## config.mk

```make
export PLATFORM = sky130hd
export DESIGN_NAME = pad_conditioner_flat
export DESIGN_NICKNAME = d
export VERILOG_FILES = /design/src/rtl/pad_pkg.sv /design/src/rtl/pad_conditioner_if.sv /design/src/rtl/socd_axis.sv /design/src/rtl/pad_conditioner.sv /design/src/flat_wrapper.sv
export SDC_FILE = /design/constraint.sdc
export NUM_CORES = 1
export LEC_CHECK = 0
export CORE_MARGIN = 1.5
export CORE_UTILIZATION = 44
export CTS_CLUSTER_DIAMETER = 80
export DETAILED_ROUTE_END_ITERATION = 10
export GPL_ROUTABILITY_DRIVEN = 0
export GPL_TIMING_DRIVEN = 0
export PLACE_DENSITY_LB_ADDON = 0.05
export SLEW_MARGIN = 40
export SYNTH_ARGS = -nofsm -noshare
export SYNTH_HDL_FRONTEND = slang
export SYNTH_SLANG_ARGS = --single-unit
export TNS_END_PERCENT = 5
```

## constraint.sdc

```tcl
create_clock -name clk -period 1.56 [get_ports clk]
set_input_delay 0.312 -clock clk [delete_from_list [all_inputs] [get_ports clk]]
set_output_delay 0.312 -clock clk [all_outputs]
set_load 0.01 [all_outputs]
```

## src/rtl/pad_pkg.sv

```systemverilog
// Shared definitions for the pad conditioner: button bit positions, widths,
// SOCD enums and the last-input-wins winner rule.
package pad_pkg;

  localparam int PAD_W   = 12;
  localparam int TURBO_W = 6;

  localparam int BTN_RIGHT = 0;
  localparam int BTN_LEFT  = 1;
  localparam int BTN_DOWN  = 2;
  localparam int BTN_UP    = 3;
  localparam int BTN_A     = 4;
  localparam int BTN_B     = 5;
  localparam int BTN_C     = 6;
  localparam int BTN_START = 7;
  localparam int BTN_MODE  = 8;
  localparam int BTN_X     = 9;
  localparam int BTN_Y     = 10;
  localparam int BTN_Z     = 11;

  // Buttons that do not exist on a 3-button pad (MODE, X, Y, Z)
  localparam logic [PAD_W-1:0] J3_MASK = 12'hF00;

  typedef enum logic [1:0] {
    NONE = 2'd0,
    NEG  = 2'd1,
    POS  = 2'd2
  } socd_win_t;

  typedef enum logic [1:0] {
    SOCD_PASS    = 2'd0,
    SOCD_NEUTRAL = 2'd1,
    SOCD_LAST    = 2'd2,
    SOCD_RSVD    = 2'd3
  } socd_mode_t;

  function automatic socd_win_t socd_next(input logic neg, input logic pos,
                                          input logic neg_new, input logic pos_new,
                                          input socd_win_t prev);
    socd_win_t w;
    if (!neg && !pos)             w = NONE;
    else if (neg && !pos)         w = NEG;
    else if (pos && !neg)         w = POS;
    else if (neg_new && !pos_new) w = NEG;
    else if (pos_new && !neg_new) w = POS;
    else if (neg_new && pos_new)  w = NONE;
    else                          w = prev;
    return w;
  endfunction

endpackage

```

## src/rtl/pad_conditioner_if.sv

```systemverilog
// Button bus between the host input path and the pad conditioner.
interface pad_conditioner_if
  import pad_pkg::*;
#(
  parameter int NPLAYERS = 5
);
  logic [PAD_W*NPLAYERS-1:0]   joy;
  logic [TURBO_W*NPLAYERS-1:0] turbo;
  logic [1:0]                  socd_mode;
  logic                        j3but;
  logic                        vblank;
  logic [PAD_W*NPLAYERS-1:0]   p_out;
  logic                        turbo_phase;

  modport master (output joy, turbo, socd_mode, j3but, vblank,
                  input  p_out, turbo_phase);
  modport slave  (input  joy, turbo, socd_mode, j3but, vblank,
                  output p_out, turbo_phase);
endinterface

```

## src/rtl/socd_axis.sv

```systemverilog
// One SOCD axis (LEFT/RIGHT or UP/DOWN): winner register and cleaned outputs.
module socd_axis
  import pad_pkg::*;
(
  input  logic       clk,
  input  logic       reset_n,
  input  socd_mode_t mode,
  input  logic       mode_chg,
  input  logic       neg,
  input  logic       pos,
  input  logic       neg_prev,
  input  logic       pos_prev,
  output logic       neg_out,
  output logic       pos_out
);

  socd_win_t win_r;
  socd_win_t win_next_s;

  // Next winner; the output uses it directly so last-wins adds no latency
  always_comb begin
    if (mode_chg) begin
      win_next_s = NONE;
    end else begin
      win_next_s = socd_next(neg, pos, neg & ~neg_prev, pos & ~pos_prev, win_r);
    end
  end

  // Winner register
  always_ff @(posedge clk) begin
    if (!reset_n) begin
      win_r <= NONE;
    end else begin
      win_r <= win_next_s;
    end
  end

  // Cleaned direction outputs per mode
  always_comb begin
    neg_out = neg;
    pos_out = pos;
    case (mode)
      SOCD_NEUTRAL: begin
        neg_out = neg & ~pos;
        pos_out = pos & ~neg;
      end
      SOCD_LAST: begin
        neg_out = (win_next_s == NEG);
        pos_out = (win_next_s == POS);
      end
      default: begin
        neg_out = neg;
        pos_out = pos;
      end
    endcase
  end

endmodule

```

## src/rtl/pad_conditioner.sv

```systemverilog
// Per-player button conditioning (SOCD, turbo, 3-button mask) ahead of the
// multitap, with optional once-per-frame output latching.
module pad_conditioner
  import pad_pkg::*;
#(
  parameter int NPLAYERS    = 5,
  parameter int TURBO_HALF  = 2,
  parameter bit FRAME_LATCH = 1'b0
)
(
  input  logic             clk,
  input  logic             reset_n,
  pad_conditioner_if.slave bus
);

  localparam int         JW      = PAD_W * NPLAYERS;
  localparam int         TW      = TURBO_W * NPLAYERS;
  localparam logic [3:0] HALF_M1 = 4'(TURBO_HALF - 1);

  logic [JW-1:0]       joy_r;
  logic [JW-1:0]       joy_prev_r;
  logic [TW-1:0]       turbo_r;
  socd_mode_t          mode_r;
  socd_mode_t          mode_prev_r;
  logic                j3_r;
  logic                mode_chg_s;
  logic [NPLAYERS-1:0] left_s;
  logic [NPLAYERS-1:0] right_s;
  logic [NPLAYERS-1:0] up_s;
  logic [NPLAYERS-1:0] down_s;
  logic [JW-1:0]       cond_s;
  logic [PAD_W-1:0]    w_s;
  logic [TURBO_W-1:0]  te_s;
  logic                vbl_q_r;
  logic                vbl_rise_s;
  logic [3:0]          cnt_r;
  logic [3:0]          cnt_next_s;
  logic                phase_r;
  logic                phase_next_s;
  logic [JW-1:0]       p_out_r;

  // Stage 1 input registers, plus the previous stage-1 word for edge detection
  always_ff @(posedge clk) begin
    if (!reset_n) begin
      joy_r       <= '0;
      joy_prev_r  <= '0;
      turbo_r     <= '0;
      mode_r      <= SOCD_PASS;
      mode_prev_r <= SOCD_PASS;
      j3_r        <= 1'b0;
    end else begin
      joy_r       <= bus.joy;
      joy_prev_r  <= joy_r;
      turbo_r     <= bus.turbo;
      mode_r      <= socd_mode_t'(bus.socd_mode);
      mode_prev_r <= mode_r;
      j3_r        <= bus.j3but;
    end
  end

  assign mode_chg_s = (mode_r != mode_prev_r);

  for (genvar p = 0; p < NPLAYERS; p++) begin : g_player
    socd_axis u_lr (
      .clk      (clk),
      .reset_n  (reset_n),
      .mode     (mode_r),
      .mode_chg (mode_chg_s),
      .neg      (joy_r[p*PAD_W + BTN_LEFT]),
      .pos      (joy_r[p*PAD_W + BTN_RIGHT]),
      .neg_prev (joy_prev_r[p*PAD_W + BTN_LEFT]),
      .pos_prev (joy_prev_r[p*PAD_W + BTN_RIGHT]),
      .neg_out  (left_s[p]),
      .pos_out  (right_s[p])
    );
    socd_axis u_ud (
      .clk      (clk),
      .reset_n  (reset_n),
      .mode     (mode_r),
      .mode_chg (mode_chg_s),
      .neg      (joy_r[p*PAD_W + BTN_UP]),
      .pos      (joy_r[p*PAD_W + BTN_DOWN]),
      .neg_prev (joy_prev_r[p*PAD_W + BTN_UP]),
      .pos_prev (joy_prev_r[p*PAD_W + BTN_DOWN]),
      .neg_out  (up_s[p]),
      .pos_out  (down_s[p])
    );
  end

  // Frame counter and turbo phase; the new phase is visible on the rise cycle
  always_comb begin
    vbl_rise_s   = bus.vblank & ~vbl_q_r;
    cnt_next_s   = cnt_r;
    phase_next_s = phase_r;
    if (vbl_rise_s) begin
      if (cnt_r == HALF_M1) begin
        cnt_next_s   = 4'd0;
        phase_next_s = ~phase_r;
      end else begin
        cnt_next_s   = cnt_r + 4'd1;
      end
    end else begin
      cnt_next_s = cnt_r;
    end
  end

  // Stage 2 word: SOCD directions, turbo gating, then 3-button mask
  always_comb begin
    cond_s = '0;
    w_s    = '0;
    te_s   = '0;
    for (int p = 0; p < NPLAYERS; p++) begin
      w_s  = joy_r[p*PAD_W +: PAD_W];
      te_s = turbo_r[p*TURBO_W +: TURBO_W];
      w_s[BTN_RIGHT] = right_s[p];
      w_s[BTN_LEFT]  = left_s[p];
      w_s[BTN_DOWN]  = down_s[p];
      w_s[BTN_UP]    = up_s[p];
      w_s[BTN_A]     = w_s[BTN_A] & (~te_s[0] | phase_next_s);
      w_s[BTN_B]     = w_s[BTN_B] & (~te_s[1] | phase_next_s);
      w_s[BTN_C]     = w_s[BTN_C] & (~te_s[2] | phase_next_s);
      w_s[BTN_X]     = w_s[BTN_X] & (~te_s[3] | phase_next_s);
      w_s[BTN_Y]     = w_s[BTN_Y] & (~te_s[4] | phase_next_s);
      w_s[BTN_Z]     = w_s[BTN_Z] & (~te_s[5] | phase_next_s);
      w_s            = w_s & ~({PAD_W{j3_r}} & J3_MASK);
      cond_s[p*PAD_W +: PAD_W] = w_s;
    end
  end

  // Edge detector, turbo state and output register
  always_ff @(posedge clk) begin
    if (!reset_n) begin
      vbl_q_r <= 1'b0;
      cnt_r   <= 4'd0;
      phase_r <= 1'b1;
      p_out_r <= '0;
    end else begin
      vbl_q_r <= bus.vblank;
      cnt_r   <= cnt_next_s;
      phase_r <= phase_next_s;
      if (!FRAME_LATCH || vbl_rise_s) begin
        p_out_r <= cond_s;
      end
    end
  end

  assign bus.p_out       = p_out_r;
  assign bus.turbo_phase = phase_r;

endmodule

```

## src/flat_wrapper.sv

```systemverilog
// flat-port wrapper written by rule: the top's interface ports become plain ports
module pad_conditioner_flat import pad_pkg::*;
#(
  parameter int NPLAYERS    = 5,
  parameter int TURBO_HALF  = 2,
  parameter bit FRAME_LATCH = 1'b0
)
  (clk, reset_n, bus_joy, bus_turbo, bus_socd_mode, bus_j3but, bus_vblank, bus_p_out, bus_turbo_phase);
  pad_conditioner_if #(.NPLAYERS(NPLAYERS)) bus_i ();
  input  logic clk;
  input  logic reset_n;
  input wire logic [$bits(bus_i.joy)-1:0] bus_joy;
  input wire logic [$bits(bus_i.turbo)-1:0] bus_turbo;
  input wire logic [$bits(bus_i.socd_mode)-1:0] bus_socd_mode;
  input wire logic [$bits(bus_i.j3but)-1:0] bus_j3but;
  input wire logic [$bits(bus_i.vblank)-1:0] bus_vblank;
  output wire logic [$bits(bus_i.p_out)-1:0] bus_p_out;
  output wire logic [$bits(bus_i.turbo_phase)-1:0] bus_turbo_phase;
  assign bus_i.joy = bus_joy;
  assign bus_i.turbo = bus_turbo;
  assign bus_i.socd_mode = bus_socd_mode;
  assign bus_i.j3but = bus_j3but;
  assign bus_i.vblank = bus_vblank;
  assign bus_p_out = bus_i.p_out;
  assign bus_turbo_phase = bus_i.turbo_phase;
  pad_conditioner #(.NPLAYERS(NPLAYERS), .TURBO_HALF(TURBO_HALF), .FRAME_LATCH(FRAME_LATCH)) u_core (.clk(clk), .reset_n(reset_n), .bus(bus_i));
endmodule
```

==> results of run 1 <==
-- cells by family after synthesis --
| kind of cell | after synthesis | synth area share, % |
|---|---|---|
| AND/OR/NAND/NOR | 215 | 19.4 |
| flip-flops | 201 | 63.5 |
| AO/OA/AOI/OAI | 118 | 11.5 |
| buffers and inverters | 71 | 4.32 |
| XOR/XNOR | 6 | 0.829 |
| adder cells (fa/ha/maj) | 2 | 0.395 |
-- per-stage QoR --
step	util [%]	instance area [sq um]	cells	setup slack [ns]
2_1_floorplan	-	6340	613	0.106
3_3_place_gp	58.1	8120	948	-0.637
3_5_place_dp	58.1	8120	948	-0.640
4_1_cts	63.3	8850	990	-0.0126
5_1_grt	64.1	8960	991	-0.0841
6_report	64.1	8960	991	0.00921
-- report_power, final --
group	switching, W	total, W	internal [W]	leakage, nW
sequential	0.000105	0.00548	0.00537	1.66
clock	0.00196	0.00486	0.00290	0.344
combinational	0.000411	0.000902	0.000491	1.94
-- layout by cell type, fill, tap and decap left out, drive strengths merged --
master         netlist  routed
nand3b               3       3
ha                   2       2
a21o                 6       6
nand4b               2       2
nand2               53      53
nand2b               3       3
nor2b                7       7
nor3b                2       2
dlygate4sd2          0      61
clkbuf              26      53
o32ai                1       1
buf                  1       9
nand3                7       7
and3b                1       1
xnor2                4       4
a21oi               49      49
nor4                 1       1
nand4                3       3
bufinv               0       1
o31ai                6       6
a311oi              12      12
o211a                9       9
and2               121     121
a21boi               5       5
and3                11      11
dfxtp              201     201
clkdlybuf4s50        0      94
o22ai                1       1
nor3                 1       1
o21ai               28      28
inv                 44      46
clkinv               0       5
xor2                 2       2
o2bb2ai              1       1
-- registers in the layout, indices dropped and copies added, names as in the netlist --
| signal | flops |
|---|---|
| u_core.cnt_r | 4 |
| u_core.bus.p_out | 56 |
| u_core.g_player.u_ud.win_r | 10 |
| u_core.turbo_r | 30 |
| u_core.bus.turbo_phase | 1 |
| u_core.joy_prev_r | 24 |
| u_core.joy_r | 60 |
| u_core.vbl_q_r | 1 |
| u_core.g_player.u_lr.win_r | 10 |
| u_core.mode_prev_r | 2 |
| u_core.mode_r | 2 |
| u_core.j3_r | 1 |
-- final cells by class --
class	instances	area (sq um)	share of cell area [%]
Multi-Input combinational cell	341	2180	24.3
Tap cell	180	225	2.51
Clock inverter	8	75.1	0.837
Inverter	44	168	1.87
Buffer	26	133	1.48
Sequential cell	201	4030	45.0
Clock buffer	30	609	6.80
Timing Repair Buffer	161	1550	17.3
-- critical path: stages, from the launching register on --
cell and delay (ns):
dfxtp_4 0.37, xor2_4 0.16, nor3b_4 0.24, buf_6 0.17, buf_8 0.12, nand4b_1 0.10, a311oi_2 0.29
-- timing repair --
item | in CTS | in global routing
cloned | 0 | 1
endpoints found under the setup margin | 120 | 58
hold buffers | 0 | 0
resized for setup | 83 | 24
pin swaps | 2 | 6
buffers inserted | 5 | 0
-- final timing paths --
path | cells past startpoint | slack, ns | endpoint
max reg2reg | 6 | 0.009 | u_core.bus.p_out[49]
min | 3 | 0.34 | u_core.bus.p_out[13]
min reg2reg | 1 | 0.39 | u_core.bus.p_out[59]
max | 6 | 0.009 | u_core.bus.p_out[49]
-- routing by layer --
metal,GRT usage (%),up-vias
met5,0,-
li1,-,2365
met4,6.82,0
met2,35.9,122
met3,5.44,34
met1,21.2,2244
==> metrics.md, run 1 <==
| Metric | Value |
|---|---|
| EDFF count, synth | `0` |
| Final count of hold timing violations | `0` |
| Filler cell count | `1204` |
| Total GRT Usage | `19.4%` |
| Final min period | `1.55 ns` |
| GRT Residual Overflow | `0` |
| Ant diodes | `0` |
| Worst-skew pair later-pin latency | `0.48 ns` |
| DRT Pass-1 Iters | `6` |
| Row cnt | `43` |
| Outcome | `finished, final reports clean` |
| DR iter-0 viols | `176` |
| Clk slew on worst S/H paths | `0.06 ns` |
| Worst-case clock buffer depth | `3` |
| Yosys reg bits | `201` |
| Total Wirelength | `14800 um` |
| Worst Setup Start Kind | `register` |
| Die ar. | `15100 sq um` |
| Number of global-route vias before repair | `4859` |
| Number of setup violations in the final report | `0` |
| Initial Util | `45.3%` |
| First-pass GRT wire length | `22900 um` |
| Post-route ant nets | `0` |
| Slew @ Worst Pin | `0.597 ns` |
| Top cell type by total area after synthesis | `dfxtp_1` |
| Avg Cell Area, Syn | `10.3 sq um` |
| Die X-Extent | `123 um` |
| CP Capture Type | `register` |
| WL met2 | `7510 um` |
| Max-cap violations | `0` |
| Drt via density | `4.81` |
| Synth cell types | `32` |
| CTS Sinks | `201` |
| Top FF cell, synth | `dfxtp_1` |
| Total power | `0.0112 W` |
| Initial antenna violation count | `0` |
| Worst Path Arrival | `1.95 ns` |
| Setup CP Type | `register to register` |
| Root buf cell | `clkbuf_16` |
| RSZ-0062 raised after global routing | `true` |
| DRC | `0` |
| Seq/Total Area, Yosys | `63.5%` |
| M1 WL | `5950 um` |
| Core area | `14000 sq um` |
| Yosys warns | `0` |
| FFs w/ async S/R, synth | `0%` |
| Largest net degree at the start of global routing | `15` |
| Hold Slack | `0.335 ns` |
| IO buf count | `155` |
| Relative max-transition margin | `60.2%` |
| Setup TNS Final | `0 ns` |
| Final net count | `894` |
| Peak Freq | `645 MHz` |
| Worst hold path class | `input port to register` |
| Net count after synthesis | `711` |
| Clk_skew | `0.00843 ns` |
| HPWL after DPL | `10300 um` |
| Reg2Reg Launch Point | `u_core.mode_r[0]` |
| Pwr Density | `1250 nW/um^2` |
| TritonCTS Buffers | `21` |
| H-tree Lvls | `1` |
| CP required | `1.96 ns` |
| Final max-slew violation count | `0` |
| Wire per inst | `14.9 um` |
| Most frequent cell after synthesis | `dfxtp_1` |
| DR top layer | `met4` |
| Min-Delay Startpoint | `reset_n` |
| Layout cells sized above 1 | `8.63%` |
| Total number of vias | `4765` |
| Leakage | `3.94 nW` |
| WL met3 | `952 um` |
| Critical Path Source | `u_core.mode_r[0]` |
| Synth area leaders | `dfxtp_1, and2_1, a21oi_1` |
| Mapped Cells | `613` |
| Synth top cells by count | `dfxtp_1, and2_1, nand2_1` |
| Cell Area, Synth | `6340 sq um` |
| VDD IR max | `730 uV` |
| Io pins | `157` |
| Yosys top cell area share | `63.5%` |
| Area grow syn2layout | `41.4%` |
| Highest net fanout along the worst path | `5` |
| Final period util | `99.4%` |
| CTS tree | `yes` |
| Chip height | `123 um` |
Note: power is estimated with default switching activity, not from simulation.
==> run 2: changes to the inputs <==
CORE_UTILIZATION = 50   (was 44)
clock period = 2 ns   (was 1.56 ns; I/O delays follow)
==> metrics.md, run 2 (synthesis gave the netlist of run 1 again) <==
| Metric | Value |
|---|---|
| Outcome | `finished, final reports clean` |
| DR iter-0 viols | `265` |
| Worst hold path class | `register to register` |
| Wire per inst | `14.9 um` |
| Leakage | `3.56 nW` |
| Worst Setup Start Kind | `input port` |
| Clk_skew | `0.00417 ns` |
| VDD IR max | `686 uV` |
| TritonCTS Buffers | `21` |
| Worst reg2reg path depth | `5` |
| First-pass GRT wire length | `22600 um` |
| DRT Pass-1 Iters | `4` |
| Number of setup violations in the final report | `0` |
| Largest register FFs | `60` |
| Row cnt | `40` |
| Worst Path Arrival | `2.18 ns` |
| HPWL after DPL | `10100 um` |
| Layout cells sized above 1 | `3.63%` |
| CP required | `2.34 ns` |
| Die ar. | `13400 sq um` |
| Largest Register | `u_core.joy_r` |
| Post-CTS Hold Fix Bufs | `0` |
| Hold path depth | `1` |
| IO buf count | `155` |
| Initial Util | `51.9%` |
| CP Capture Type | `register` |
| Worst stage delay on the critical path | `0.52 ns` |
| Clk slew on worst S/H paths | `0.06 ns` |
| Drt via density | `4.93` |
| Largest net degree at the start of global routing | `13` |
| Die X-Extent | `116 um` |
| Initial antenna violation count | `0` |
| Most frequent cells in the layout | `dfxtp_1, clkdlybuf4s50_1, and2_1` |
| Final count of hold timing violations | `0` |
| Final non-filler cell total | `967` |
| Final max-slew violation count | `0` |
| Worst-case clock buffer depth | `3` |
| Setup CP Type | `input port to register` |
| Chip height | `116 um` |
| CTS Sinks | `201` |
| Core area | `12200 sq um` |
| Number of global-route vias before repair | `4774` |
| Post-cts sizing count | `0` |
| Relative max-transition margin | `51.2%` |
| H-tree Lvls | `1` |
| GRT Residual Overflow | `0` |
| Total number of vias | `4769` |
| Total GRT Usage | `21.5%` |
| Max-cap violations | `0` |
| Min-Delay Startpoint | `u_core.turbo_r[10]` |
| DP Cell Count | `936` |
| Total Wirelength | `14400 um` |
| Reg2Reg Launch Point | `u_core.mode_r[1]` |
| Area grow syn2layout | `37.2%` |
| Final setup margin | `0.159 ns` |
| Pwr Density | `964 nW/um^2` |
| Highest net fanout along the worst path | `10` |
| Ant diodes | `0` |
| RSZ-0062 raised after global routing | `true` |
| Peak Freq | `543 MHz` |
| Final min period | `1.84 ns` |
| Final period util | `92.1%` |
| CP Cell Sequence | `clkdlybuf4s50_1 > nand3b_1 > nor4_1 > xnor2_1 > clkbuf_1 > a21oi_1` |
| CTS tree | `yes` |
| Final net count | `889` |
| Place WS | `-0.375 ns` |
| Post-CTS setup buffer count | `0` |
| Io pins | `157` |
| Crit-path slowest cell | `clkdlybuf4s50_1` |
| Post-route ant nets | `0` |
| Commonest non-fill, non-tap cell in the layout | `dfxtp_1` |
| Worst-skew pair later-pin latency | `0.47 ns` |
| Critical Path Source | `bus_vblank` |
| Slew @ Worst Pin | `0.725 ns` |
| DRC | `0` |
| Root buf cell | `clkbuf_16` |
run 2: per-layer routing:
| layer | global-route usage (%) | wire, um | vias to the layer above |
|---|---|---|---|
| met4 | 8.64 | 341 | 0 |
| met2 | 37.6 | 7070 | 162 |
| met1 | 24.6 | 5820 | 2230 |
| met3 | 6.38 | 1160 | 30 |
| met5 | 0 | 0 | - |
| li1 | - | - | 2347 |
run 2: report_power, final:
| part | leakage (nW) | total, W | internal [W] | switching (W) |
|---|---|---|---|---|
| registers | 1.66 | 0.00427 | 0.00419 | 0.0000795 |
| logic | 1.62 | 0.000681 | 0.000380 | 0.000302 |
| clock network | 0.286 | 0.00344 | 0.00204 | 0.00140 |
run 2: cell type report:
type | instances | area [sq um]
flip-flops and latches | 201 | 4020
fillers | 935 | 3510
multi-input cells | 341 | 2050
repair buffers | 155 | 1550
clock buffers | 29 | 556
well taps | 168 | 210
inverters | 44 | 165
plain buffers | 27 | 111
clock inverters | 2 | 35.0
run 2: final timing paths:
| path | slack [ns] | end |
|---|---|---|
| worst max-delay path | 0.16 | u_core.bus.p_out[6] |
| worst min-delay path | 0.39 | u_core.bus.p_out[22] |
| worst max register to register | 0.17 | u_core.bus.p_out[39] |
| worst min register to register | 0.39 | u_core.bus.p_out[22] |
run 2: stage by stage:
stage	hold WS (ns)	utilization (%)	power, W	instance area [sq um]	TNS (ns)
after global placement	0.381	66.3	0.00501	8100	-11.08
final	0.394	71.2	0.00839	8700	0
after CTS	0.393	71.2	0.00846	8700	0
after floorplan	0.380	-	0.00463	6340	0
after global routing	0.403	71.2	0.00871	8700	-0.000715
after detailed placement	0.385	66.4	0.00504	8110	-10.10
run 2: critical path, delay by kind of cell:
family                    cells  cell delay, ns
AOI/OAI and AO/OA             1            0.15
and+or+nand+nor               2            0.40
xor gates and xnor gates      1            0.26
buffers and inverters         2            0.96
